[src/rtl/serial_subtractor.sv]
// -----------------------------------------------------------------------------
// serial_subtractor
//
// Bit-serial, LSB-first two's-complement subtractor computing a - b, one bit
// per clock, with a registered borrow and a start/busy/done handshake.
// Operands are captured when start is accepted (in IDLE or DONE). The result
// is registered and held until the next operation finishes.
//
// Parameters:
//   WIDTH   operand/result width in bits (>= 1)
//
// Ports:
//   clk     rising-edge clock
//   reset   synchronous, active-high reset
//   start   request a subtraction (ignored while busy)
//   a, b    minuend / subtrahend, captured on an accepted start
//   busy    high during every SHIFT cycle (exactly WIDTH cycles)
//   done    one-cycle pulse: diff/borrow were just updated
//   diff    registered result, (a - b) mod 2^WIDTH
//   borrow  registered final borrow, 1 when unsigned a < b
//
// Optional feature:
//   SERIAL_SUB_SAT_EN  when defined, diff is clamped to 0 whenever the final
//                      borrow is 1; borrow is still reported. Handshake
//                      timing is identical in both builds.
// -----------------------------------------------------------------------------
module serial_subtractor #(
  parameter int WIDTH = 8
) (
  input  logic             clk,
  input  logic             reset,
  input  logic             start,
  input  logic [WIDTH-1:0] a,
  input  logic [WIDTH-1:0] b,
  output logic             busy,
  output logic             done,
  output logic [WIDTH-1:0] diff,
  output logic             borrow
);

  // Counter only needs to reach WIDTH-1; keep at least one bit for WIDTH=1.
  localparam int CNT_W = (WIDTH > 1) ? $clog2(WIDTH) : 1;
  localparam logic [CNT_W-1:0] LAST_CNT = CNT_W'(WIDTH - 1);

  typedef enum logic [1:0] {
    ST_IDLE  = 2'd0,
    ST_SHIFT = 2'd1,
    ST_DONE  = 2'd2
  } state_t;

  state_t           state_q, state_d;
  logic [WIDTH-1:0] a_q, a_d;
  logic [WIDTH-1:0] b_q, b_d;
  logic [WIDTH-1:0] res_q, res_d;
  logic [WIDTH-1:0] diff_q, diff_d;
  logic             borrow_q, borrow_d;
  logic             bi_q, bi_d;
  logic [CNT_W-1:0] cnt_q, cnt_d;

  // One full-subtractor cell on the current LSBs.
  logic x_bit, y_bit, d_bit, bo_bit;
  assign x_bit  = a_q[0];
  assign y_bit  = b_q[0];
  assign d_bit  = x_bit ^ y_bit ^ bi_q;
  assign bo_bit = (~x_bit & y_bit) | (~(x_bit ^ y_bit) & bi_q);

  // Result register with the new difference bit shifted in at the MSB. After
  // the last bit this value is the complete result, so it also feeds diff.
  logic [WIDTH-1:0] res_shift;
  generate
    if (WIDTH == 1) begin : g_res_w1
      assign res_shift = d_bit;
    end else begin : g_res_wn
      assign res_shift = {d_bit, res_q[WIDTH-1:1]};
    end
  endgenerate

  // Value diff takes when the operation completes.
  logic [WIDTH-1:0] diff_final;
`ifdef SERIAL_SUB_SAT_EN
  assign diff_final = bo_bit ? '0 : res_shift;
`else
  assign diff_final = res_shift;
`endif

  // Start is honoured in IDLE and in the DONE cycle (back-to-back), never
  // while bits are still being processed.
  logic accept;
  assign accept = start && (state_q != ST_SHIFT);

  always_comb begin
    state_d  = state_q;
    a_d      = a_q;
    b_d      = b_q;
    res_d    = res_q;
    diff_d   = diff_q;
    borrow_d = borrow_q;
    bi_d     = bi_q;
    cnt_d    = cnt_q;

    case (state_q)
      ST_SHIFT: begin
        res_d = res_shift;
        a_d   = a_q >> 1;
        b_d   = b_q >> 1;
        bi_d  = bo_bit;
        cnt_d = cnt_q + CNT_W'(1);
        if (cnt_q == LAST_CNT) begin
          diff_d   = diff_final;
          borrow_d = bo_bit;
          cnt_d    = '0;
          state_d  = ST_DONE;
        end
      end
      ST_IDLE, ST_DONE: begin
        if (accept) begin
          a_d     = a;
          b_d     = b;
          bi_d    = 1'b0;
          cnt_d   = '0;
          state_d = ST_SHIFT;
        end else begin
          state_d = ST_IDLE;
        end
      end
      default: begin
        state_d = ST_IDLE;
      end
    endcase
  end

  always_ff @(posedge clk) begin
    if (reset) begin
      state_q  <= ST_IDLE;
      a_q      <= '0;
      b_q      <= '0;
      res_q    <= '0;
      diff_q   <= '0;
      borrow_q <= 1'b0;
      bi_q     <= 1'b0;
      cnt_q    <= '0;
    end else begin
      state_q  <= state_d;
      a_q      <= a_d;
      b_q      <= b_d;
      res_q    <= res_d;
      diff_q   <= diff_d;
      borrow_q <= borrow_d;
      bi_q     <= bi_d;
      cnt_q    <= cnt_d;
    end
  end

  assign busy   = (state_q == ST_SHIFT);
  assign done   = (state_q == ST_DONE);
  assign diff   = diff_q;
  assign borrow = borrow_q;

endmodule

[config.mk]
export PLATFORM = sky130hd
export DESIGN_NAME = serial_subtractor
export DESIGN_NICKNAME = d
export VERILOG_FILES = /design/src/rtl/serial_subtractor.sv
export SDC_FILE = /design/constraint.sdc
export NUM_CORES = 1
export LEC_CHECK = 0
export ABC_AREA = 1
export CORE_MARGIN = 2
export CORE_UTILIZATION = 47
export CTS_CLUSTER_DIAMETER = 60
export CTS_CLUSTER_SIZE = 10
export DETAILED_ROUTE_END_ITERATION = 7
export HOLD_SLACK_MARGIN = 0.15
export PLACE_DENSITY = 0.82
export SYNTH_ARGS = -nofsm -noshare
export SYNTH_HDL_FRONTEND = slang
export SYNTH_SLANG_ARGS = --single-unit
[constraint.sdc]
create_clock -name clk -period 1.3 [get_ports clk]
set_clock_uncertainty 0.15 [all_clocks]
set_input_delay 0.13 -clock clk [delete_from_list [all_inputs] [get_ports clk]]
set_output_delay 0.13 -clock clk [all_outputs]
set_load 0.03 [all_outputs]
### Word level (Yosys, flattened, before mapping)

Index checks and enable logic that the tools add are counted.

* flip-flop bits (word level): 39
* output and inout port bits: 11
* word-level logic and storage cells: 40

* $add $sub $neg: 1
* equality and inequality tests: 6
* mux-type cells: 12
* bitwise operators: 7
* reduce and logical (&&, ||, !) cells: 6

Operators by type and width (number)
* 8-bit one-hot mux with 2 select lines: 2
* 8-bit 2-to-1 mux: 2
* 3-bit 2-to-1 mux: 2
* 3-bit one-hot mux with 2 select lines: 1
* 2-bit by 1-bit != test with 1-bit output, second input constant: 2
* 2-bit one-hot mux with 2 select lines: 1
* 2-bit AND reduction: 2
* 3-bit by 1-bit adder with 3-bit output, second input constant: 1
* 3-bit == test, second input constant: 1
* 1-bit AND: 2
* 2-bit by 1-bit == test with 1-bit output, second input constant: 1
* 2-bit == test, second input constant: 1
* 2-bit logical NOT: 1
* 1-bit 2-to-1 mux: 2
* 2-bit 2-to-1 mux: 1
* 2-bit != test, second input constant: 1
* 1-bit inverter: 2
* 1-bit one-hot mux with 2 select lines: 1
* 2-bit nonzero test: 1
* 2-bit OR reduction: 1
* 1-bit XOR: 2
* 1-bit logical AND: 1
* 1-bit OR: 1

### Depth between registers and ports, before layout

Gate-level depths: netlist of run 1.

* depth after elaboration: 5
* mapped depth: 8

### Worst setup path after synthesis of run 1

No wires, ideal clock.

* path type: register to output
* start: register state_q[0]
* end: output port done
* arrival: 1008 ps
* data required time: 1020 ps
* path slack: 12 ps
* cell stages (with the launch flop): 4
* buffers on the path: 2
* cell sequence: dfxtp_1 > buf_6 > buf_2 > nor2_1

* longest elaborated chain between the ends: 1

Ends and longest elaborated chain
* start: declaration: line 51 `state_t state_q, state_d;`
* start signal: assignment: line 143 `state_q <= state_d;`
* 2-bit == test: line 155 `assign done = (state_q == ST_DONE);`
* end: declaration: line 36 `output logic done,`

Every way passes these cells.

### Worst setup path after layout of run 1

* start: register state_q[0]
* end: output port busy

* longest elaborated chain between the ends: 1

Ends and longest elaborated chain
* 2-bit by 1-bit == test with 1-bit output: line 154 `assign busy = (state_q == ST_SHIFT);`
* end: declaration: line 35 `output logic busy,`

Every way passes these cells.

==> out/results.txt, run 1 <==
Worst Path Max Fanout - 2
met1 usage - 25.2%
status - finished, violations left
post-DP HPWL - 2560 um
Power Total - 0.00305 W
met3 global-route usage - 4.26%
post-synthesis cell type count - 24
Max-slew headroom - 80.5%
worst reg2reg path depth - 4
most frequent cells in the layout - 74 x nand2_1, 51 x nor2_1, 32 x dfxtp_1
clock network power share - 40.4%
worst endpoint required time - 1.02 ns
CTS Root Cell - clkbuf_8
period utilization - 103%
row count - 22
max-cap check violation count - 0
First DRT Iteration DRCs - 80
post-synthesis adder-cell area fraction - 2.49%
mapped cell area - 1810 um2
Post-Synthesis Cells - 251
Crit path arrival time - 1.06 ns
worst r2r dst - res_q[7]
Hold Crit Start - a[7]
hold endpoint - a_q[7]
worst hold path depth - 3
cell taking the most area after synthesis - dfxtp_1
Die Y - 66.0 um
core footprint - 3690 um2
largest family of logic cells by synthesized area - simple AND/OR/NAND/NOR gates
VDD IR-drop max - 0.771 mV
CP Buf/Inv Count - 3
internal power - 0.00232 W
highest-delay cell along the critical path - dfxtp_4
P_leak - 1.15 nW
worst skew pair latency - 0.29 ns
H-tree levels - 2
Top delay family on crit path - flip-flops
Warnings, synthesis - 0
Clock transition at path regs - 0.08 ns
Comb pwr share - 17.2%
Reg power frac - 42.4%
number of remaining DRC errors - 0
post-synthesis xor/xnor area fraction - 0%
register area - 771 um2
Synth Area in Simple Gates - 41.6%
initial core utilization - 48.9%
setup violators final - 3
pin count of the biggest net entering global routing - 27
#FFs+latches synth - 38
hold-fix buffers at CTS - 0
worst setup margin - -0.0362 ns
post-synth top area share - 42.1%
busiest grt layer - met2
Startpoint Class - flip-flop
Final Max Tran Viols - 0
post-layout min period - 1.34 ns
type of the worst min-delay path - input pin to flip-flop
failing checks - setup timing
PortBufs - 29
Die X - 66.0 um
P&R area growth vs syn - 34.8%
Die Area - 4350 um2
initial antenna violation count - 0
CP Capture Type - primary output
crit-path cells - inv_6, nor2_4, buf_12, buf_8
CTS tree - yes
number of global-route vias before repair - 1558
commonest non-fill, non-tap cell in the layout - nand2_1
fraction of layout cells with a size suffix above 1 - 23.9%
clk buf depth - 2
post-DR vias/cell - 4.88
R2R Setup Slk - -0.02 ns
clock sink total - 38
Placer Congestion - 0.827
RSZ-0062 raised after global routing - true
number of fill cells - 309
global-route wire length before repair - 6670 um
worst slew pin tran - 0.293 ns
drt first pass iters - 4
CTS Buf Count - 5
wire length per cell - 11.6 um
remaining global-route overflow - 0
RR Startpoint - b_q[0]
top area cells in the synthesized netlist - dfxtp_1 42%, nand2_1 15%, nor2_1 11%
I/O pins - 30
Min Hold Slack - 0.265 ns
via count - 1665
routed wire length - 3950 um
post-synthesis mux area share - 0%
n_diodes - 0
switch share - 24.2%
PD cells - 1250 nW/um2
Hold Fails Final Rpt - 0
syn_area_per_cell - 7.19 um2
net load switching power - 0.000737 W
grt met2 use - 31.9%
CP Depth - 4
multi-input logic area - 933 um2
post-synthesis sequential area ratio - 42.1%
Total Routing Usage GR - 20.1%
highest clock rate - 748 MHz
post-route ant nets - 0
final net count - 314
complex-gate fraction of the synthesized area - 4.30%
max incr delay on CP - 0.38 ns
CP Class - flip-flop to primary output
post-synth net total - 273
-- sequential cells by signal, indices dropped and copies added (netlist names) --
| name | cells |
|---|---|
| cnt_q | 3 |
| b_q | 8 |
| diff | 8 |
| a_q | 8 |
| state_q | 2 |
| bi_q | 1 |
| borrow | 1 |
| res_q | 7 |
-- worst max path at each step --
| stage | end | from |
|---|---|---|
| 2_1_floorplan | done | state_q[0] |
| 3_5_place_dp | diff[3] | cnt_q[0] |
| 3_3_place_gp | res_q[7] | b_q[0] |
| 5_1_grt | busy | state_q[0] |
| 4_1_cts | busy | state_q[0] |
| 6_report | busy | state_q[0] |
-- power groups by stage --
stage	clock network, W	registers [W]	logic (W)
after CTS	0.00124	0.00129	0.000502
final	0.00123	0.00129	0.000526
after detailed placement	0	0.00132	0.000466
after global placement	0	0.00131	0.000461
after floorplan	0	0.00130	0.000325
after global routing	0.00130	0.00130	0.000586
-- cell usage after synthesis --
| cell | n |
|---|---|
| a21oi_1 | 4 |
| a21oi_2 | 2 |
| buf_2 | 7 |
| buf_4 | 3 |
| buf_6 | 4 |
| dfxtp_1 | 38 |
| fa_1 | 1 |
| ha_1 | 2 |
| inv_1 | 13 |
| inv_2 | 1 |
| inv_4 | 1 |
| inv_6 | 1 |
| nand2_1 | 74 |
| nand2_2 | 1 |
| nand2_4 | 3 |
| nand3_1 | 12 |
| nand3_2 | 3 |
| nand3b_1 | 12 |
| nand4_1 | 1 |
| nor2_1 | 53 |
| nor2_2 | 6 |
| nor2_4 | 1 |
| o21ai_0 | 7 |
| o21ai_1 | 1 |
-- cell type report --
type                            count  area share (%)
Multi-Input combinational cell    184            38.4
Clock inverter                      2            2.47
Tap cell                           48            2.47
Timing Repair Buffer               47            18.7
Inverter                           16            2.98
Clock buffer                        6            3.39
Sequential cell                    38            31.7
-- kinds of logic after synthesis --
logic type | count (synthesis)
AND/OR/NAND/NOR | 166
flip-flops | 38
buffers and inverters | 30
AO/OA/AOI/OAI | 14
adder cells (fa/ha/maj) | 3
-- worst reg2reg max path: cells and delay by family (launching register included) --
family / cells / cell delay (ns)
adder cells (fa/ha/maj): 1 / 0.51
flip-flops: 1 / 0.33
AO/OA/AOI/OAI: 1 / 0.15
buffers and inverters: 1 / 0.04
AND/OR/NAND/NOR: 1 / 0.05
-- metrics by stage --
step	utilization, %	setup TNS [ns]	setup WS (ns)	instances	area (um2)
3_5_place_dp	59.1	-1.20	-0.0854	328	2180
2_1_floorplan	-	0	0.0118	251	1810
4_1_cts	65.2	-0.198	-0.0377	341	2400
3_3_place_gp	59.1	-0.543	-0.0416	328	2180
5_1_grt	66.0	-0.271	-0.0586	341	2430
6_report	66.0	-0.0626	-0.0362	341	2430
-- timing repair --
action / 4_1_cts / 5_1_grt
resized for setup: 26 / 19
gates cloned: 1 / 0
setup buffers: 4 / 0
setup endpoints to repair: 35 / 37
pin swaps: 5 / 6
-- routing by layer --
metal  part of all wire, %  wire length (um)
met1                    46              1810
met3                   4.4               175
met5                     0                 0
met2                    47              1850
met4                   2.9               113
Note: power is estimated with default switching activity, not from simulation.
==> inputs of run 2 (changes only) <==
- CORE_UTILIZATION: 47 -> 49
- CTS_BUF_LIST: not set -> sky130_fd_sc_hd__clkbuf_8
- PLACE_DENSITY: 0.82 -> 0.84
==> run 2 against run 1 <==
Against the previous run: the flow still finishes with violations (setup timing); non-clock buffer count increased by 4; combinational power is 9.5% higher; global-route usage decreased by 0.53 points; worst hold slack lost 0.0040 ns; count of clock-buffer cells in the layout stayed put; sequential power hardly changed; maximum frequency fell by 2.6%; highest routed layer unchanged.
==> out/results.txt, run 2 (synthesis gave the netlist of run 1 again) <==
Die Area - 4190 um2 (-3.8%)
worst endpoint required time - 1.02 ns (about the same)
Hold Fails Final Rpt - 0 (unchanged)
P&R area growth vs syn - 36.2%
multi-input logic area - 963 um2 (+3.2%)
RR Startpoint - b_q[0]
Placed Instances - 330 (+0.61%)
RSZ-0062 raised after global routing - true
clk buf depth - 2 (unchanged)
Crit path arrival time - 1.09 ns (+0.03 ns)
Placer Congestion - 0.845 (+2.1%)
max-cap check violation count - 0 (unchanged)
highest clock rate - 729 MHz (-2.6%)
via count - 1701 (+2.2%)
Hold Crit Start - b[7]
worst skew pair latency - 0.29 ns (about the same)
CTS Root Cell - clkbuf_8
hold endpoint - b_q[7]
drt first pass iters - 4 (unchanged)
P_leak - 1.15 nW (-0.47%)
R2R Setup Slk - -0.03 ns (about the same)
VDD IR-drop max - 0.819 mV (+6.2%)
wire length per cell - 12.2 um (+5.6%)
post-DP HPWL - 2550 um (-0.34%)
status - finished, violations left
number of remaining DRC errors - 0 (unchanged)
CP Class - flip-flop to primary output
Total Routing Usage GR - 19.5% (-0.53 points)
worst setup margin - -0.0721 ns (-0.0359 ns)
post-DR vias/cell - 4.92 (+0.69%)
First DRT Iteration DRCs - 132 (+65%)
post-layout min period - 1.37 ns (+0.0359 ns)
Die X - 64.7 um (-1.9%)
Die Y - 64.7 um (-1.9%)
CTS tree - yes
Startpoint Class - flip-flop
pin count of the biggest net entering global routing - 20 (-26%)
worst slew pin tran - 0.292 ns (-0.000520 ns)
most frequent cells in the layout - 74 x nand2_1, 48 x nor2_1, 35 x dfxtp_1
remaining global-route overflow - 0 (unchanged)
final net count - 319 (+1.6%)
worst reg2reg path depth - 4 (unchanged)
failing checks - setup timing
Clock transition at path regs - 0.08 ns (about the same)
row count - 22 (unchanged)
post-route ant nets - 0 (unchanged)
routed wire length - 4230 um (+7.2%)
Final Max Tran Viols - 0 (unchanged)
clock sink total - 38 (unchanged)
initial antenna violation count - 0 (unchanged)
register area - 767 um2 (-0.49%)
CTS Buf Count - 5 (unchanged)
type of the worst min-delay path - input pin to flip-flop
number of global-route vias before repair - 1543 (-0.96%)
Min Hold Slack - 0.261 ns (-0.00404 ns)
Worst Path Max Fanout - 6 (+4)
global-route wire length before repair - 6490 um (-2.7%)
hold-fix buffers at CTS - 0 (unchanged)
CP Capture Type - primary output
initial core utilization - 50.1% (+1.1 points)
period utilization - 106% (+2.8 points)
PD cells - 1100 nW/um2 (-12%)
final cell utilization of the core - 68.2% (+2.2 points)
worst r2r dst - res_q[7]
Max-slew headroom - 80.6% (about the same)
commonest non-fill, non-tap cell in the layout - nand2_1
PortBufs - 29 (unchanged)
I/O pins - 30 (unchanged)
Non-Filler Instances - 346 (+1.5%)
H-tree levels - 2 (unchanged)
fraction of layout cells with a size suffix above 1 - 24.5% (+0.61 points)
n_diodes - 0 (unchanged)
number of fill cells - 262 (-15%)
worst hold path depth - 3 (unchanged)
setup violators final - 3 (unchanged)
core footprint - 3610 um2 (-2.2%)
## run 2: cell count changes in the layout (fill, tap and decap cells not counted), moves of 2 or more
| cell | change |
|---|---|
| nand2_4 | -3 |
| buf_6 | -4 |
| nand2_8 | +3 |
| nor2_2 | +3 |
| nor2_1 | -3 |
| dfxtp_2 | -3 |
| dfxtp_1 | +3 |
| bufinv_16 | -2 |
| buf_4 | +7 |
## run 2: worst max path at each step
stage / startpoint / end / slack [ns] / depth (start not counted)
final: state_q[0] / busy / -0.07 / 4
after global routing: state_q[0] / busy / -0.1 / 4
after CTS: state_q[0] / busy / -0.15 / 4
after detailed placement: cnt_q[0] / diff[1] / -0.08 / 6
after global placement: b_q[0] / res_q[7] / -0.04 / 4
after floorplan: state_q[0] / done / 0.01 / 3
## run 2: repair_timing
action / 4_1_cts / 5_1_grt
gates resized for setup: 14 / 26
pin swaps: 3 / 10
setup buffers: 1 / 4
cloned: 0 / 3
setup endpoints to repair: 19 / 23
## run 2: power breakdown
group	switching (W)	total, W	internal [W]
sequential	0.0000472	0.00129	0.00124
combinational	0.000302	0.000576	0.000275
clock	0.000421	0.000841	0.000420
## run 2: cell type report
cell class	count	share of cell area (%)
Tap cell	48	2.44
Timing Repair inverter	1	0.254
Timing Repair Buffer	51	20.4
Multi-Input combinational cell	184	39.2
Clock inverter	2	0.356
Sequential cell	38	31.2
Inverter	16	2.85
Clock buffer	6	3.36
## run 2: stage by stage
stage	power (W)	worst slack [ns]	TNS, ns	instance area (um2)
2_1_floorplan	0.00162	0.0118	0	1810
3_3_place_gp	0.00178	-0.0415	-0.355	2210
3_5_place_dp	0.00179	-0.0838	-1.03	2210
4_1_cts	0.00260	-0.148	-0.481	2320
5_1_grt	0.00281	-0.0977	-0.521	2460
6_report	0.00271	-0.0721	-0.158	2460
## run 2: worst max-delay path, cell delays in order (launching register included)
cell and delay [ns]:
dfxtp_4 0.39, inv_6 0.04, nor2_4 0.12, buf_12 0.12
buf_8 0.11
## run 2: per-layer routing
layer	track usage, %	wire length, um
met1	25.1	1900
met2	32.5	2090
met3	4.17	180
met4	6.38	63
met5	0	0
==> inputs of run 3 (changes only) <==
- CORE_MARGIN: 2 -> not set
==> run 3 against run 2 <==
Against the previous run: the flow still finishes with violations (setup timing); sequential power about the same; die area shrank 6.1%; core utilization rose by 6.9 points; via count increased by 7.0%; combinational power increased by 13%; register-to-register slack worse by 0.09 ns; non-clock buffer count rose by 7; worst hold slack improved by 0.017 ns; sequential share of layout area down 1.4 points; critical endpoint is now b_q[4].
==> out/results.txt, run 3 (synthesis gave the netlist of run 1 again) <==
status - finished, violations left
failing checks - setup timing
worst r2r dst - b_q[4]
H-tree levels - 2 (unchanged)
Final Max Tran Viols - 0 (unchanged)
Max-slew headroom - 80.8% (+0.20 points)
CTS Root Cell - clkbuf_8
clock sink total - 38 (unchanged)
Non-Filler Instances - 351 (+1.4%)
VDD IR-drop max - 0.678 mV (-17%)
core footprint - 3440 um2 (-4.5%)
Hold Crit Start - b[7]
worst reg2reg path depth - 7 (+3)
Clock transition at path regs - 0.07 ns (about the same)
hold endpoint - b_q[7]
wire length per cell - 14.6 um (+19%)
post-layout min period - 1.42 ns (+0.0521 ns)
number of fill cells - 242 (-7.6%)
P&R area growth vs syn - 43.2%
CP Capture Type - flip-flop
initial antenna violation count - 0 (unchanged)
worst setup margin - -0.124 ns (-0.0521 ns)
initial core utilization - 52.5% (+2.4 points)
number of global-route vias before repair - 1591 (+3.1%)
P_leak - 1.18 nW (+3.1%)
highest clock rate - 702 MHz (-3.7%)
First DRT Iteration DRCs - 157 (+19%)
type of the worst min-delay path - input pin to flip-flop
fraction of layout cells with a size suffix above 1 - 29.2% (+4.7 points)
period utilization - 110% (+4.0 points)
max-cap check violation count - 0 (unchanged)
worst skew pair latency - 0.31 ns (+0.02 ns)
grt met2 use - 36.7% (+4.2 points)
Min Hold Slack - 0.279 ns (+0.0174 ns)
worst hold path depth - 3 (unchanged)
clk buf depth - 2 (unchanged)
via count - 1820 (+7.0%)
met3 global-route usage - 6.93% (+2.8 points)
post-route ant nets - 0 (unchanged)
worst slew pin tran - 0.289 ns (-0.00296 ns)
row count - 21 (-4.5%)
busiest grt layer - met2
Crit path arrival time - 1.50 ns (+0.41 ns)
R2R Setup Slk - -0.12 ns (-0.09 ns)
n_diodes - 0 (unchanged)
Placer Congestion - 0.832 (-1.5%)
CTS Buf Count - 5 (unchanged)
Die Area - 3930 um2 (-6.1%)
Placed Instances - 327 (-0.91%)
I/O pins - 30 (unchanged)
Worst Path Max Fanout - 14 (+8)
Hold Fails Final Rpt - 0 (unchanged)
Startpoint Class - flip-flop
CTS tree - yes
remaining global-route overflow - 0 (unchanged)
RSZ-0062 raised after global routing - true
Die X - 62.7 um (-3.1%)
commonest non-fill, non-tap cell in the layout - nand2_1
CP Class - flip-flop to flip-flop
PD cells - 1140 nW/um2 (+3.4%)
met1 usage - 27.3% (+2.2 points)
post-DR vias/cell - 5.19 (+5.5%)
drt first pass iters - 4 (unchanged)
Total Routing Usage GR - 22.8% (+3.3 points)
routed wire length - 5120 um (+21%)
setup violators final - 27 (+24)
worst endpoint required time - 1.38 ns (+0.36 ns)
most frequent cells in the layout - 70 x nand2_1, 49 x nor2_1, 33 x dfxtp_1
hold-fix buffers at CTS - 0 (unchanged)
pin count of the biggest net entering global routing - 35 (+75%)
number of remaining DRC errors - 0 (unchanged)
global-route wire length before repair - 6940 um (+7.0%)
final net count - 326 (+2.2%)
PortBufs - 29 (unchanged)
Die Y - 62.7 um (-3.1%)
RR Startpoint - state_q[0]
post-DP HPWL - 2450 um (-4.1%)
## run 3: cell count changes in the layout (fill, tap and decap cells not counted), moves of 2 or more
cell and change:
buf_6 +10, nand2_1 -4, o21ai_0 -4, nand2_2 +3
o21ai_1 +3, dfxtp_1 -2, dfxtp_2 +2
## run 3: where the power goes
group	internal [W]	total (W)	switching (W)
Clock	0.000558	0.000994	0.000435
Combinational	0.000310	0.000651	0.000341
Sequential	0.00124	0.00130	0.0000546
Total	0.00211	0.00294	0.000831
## run 3: how the worst max path moves through the flow
stage               slack (ns)  depth (start not counted)      end  startpoint
floorplan                 0.01                          3     done  state_q[0]
global placement         -0.03                          6  diff[7]    cnt_q[0]
detailed placement       -0.11                          6  diff[7]    cnt_q[0]
CTS                      -0.14                          4     busy  state_q[0]
global route             -0.15                          7   b_q[4]  state_q[0]
finish                   -0.12                          7   b_q[4]  state_q[0]
## run 3: critical path: stages, from the launching register on
cell,delay (ns)
dfxtp_4,0.39
buf_6,0.11
buf_6,0.11
nand2_8,0.10
buf_4,0.16
nand3b_1,0.11
nand2_1,0.08
nor2_1,0.13
## run 3: routing by layer
metal	wire length [um]	share of wire, %
met4	135	2.6
met5	0	0
met3	273	5.3
met1	2170	42
met2	2540	50
## run 3: area by class of cell
class / instances / area (um2) / share of cell area (%)
clock inverter: 3 / 37.5 / 1.45
inverter: 16 / 75.1 / 2.90
timing repair buffer: 58 / 562 / 21.7
timing repair inverter: 1 / 6.26 / 0.242
tap: 46 / 57.6 / 2.23
multi-input combinational: 184 / 1010 / 39.0
clock buffer: 5 / 68.8 / 2.66
sequential: 38 / 769 / 29.8
## run 3: what timing repair did
| item | 4_1_cts | 5_1_grt |
|---|---|---|
| endpoints found under the setup margin | 20 | 41 |
| pin swaps | 1 | 11 |
| buffers inserted | 6 | 8 |
| cloned | 1 | 1 |
| gates resized for setup | 25 | 43 |
## run 3: per-stage QoR
stage / worst slack (ns) / cell area [um2] / total power, W / TNS [ns] / utilization [%]
finish: -0.124 / 2590 / 0.00294 / -0.880 / 75.1
global route: -0.146 / 2590 / 0.00306 / -1.78 / 75.1
CTS: -0.141 / 2380 / 0.00279 / -0.571 / 69.2
detailed placement: -0.106 / 2180 / 0.00179 / -1.00 / 63.4
global placement: -0.0290 / 2180 / 0.00177 / -0.302 / 63.4
floorplan: 0.0118 / 1810 / 0.00162 / 0 / -
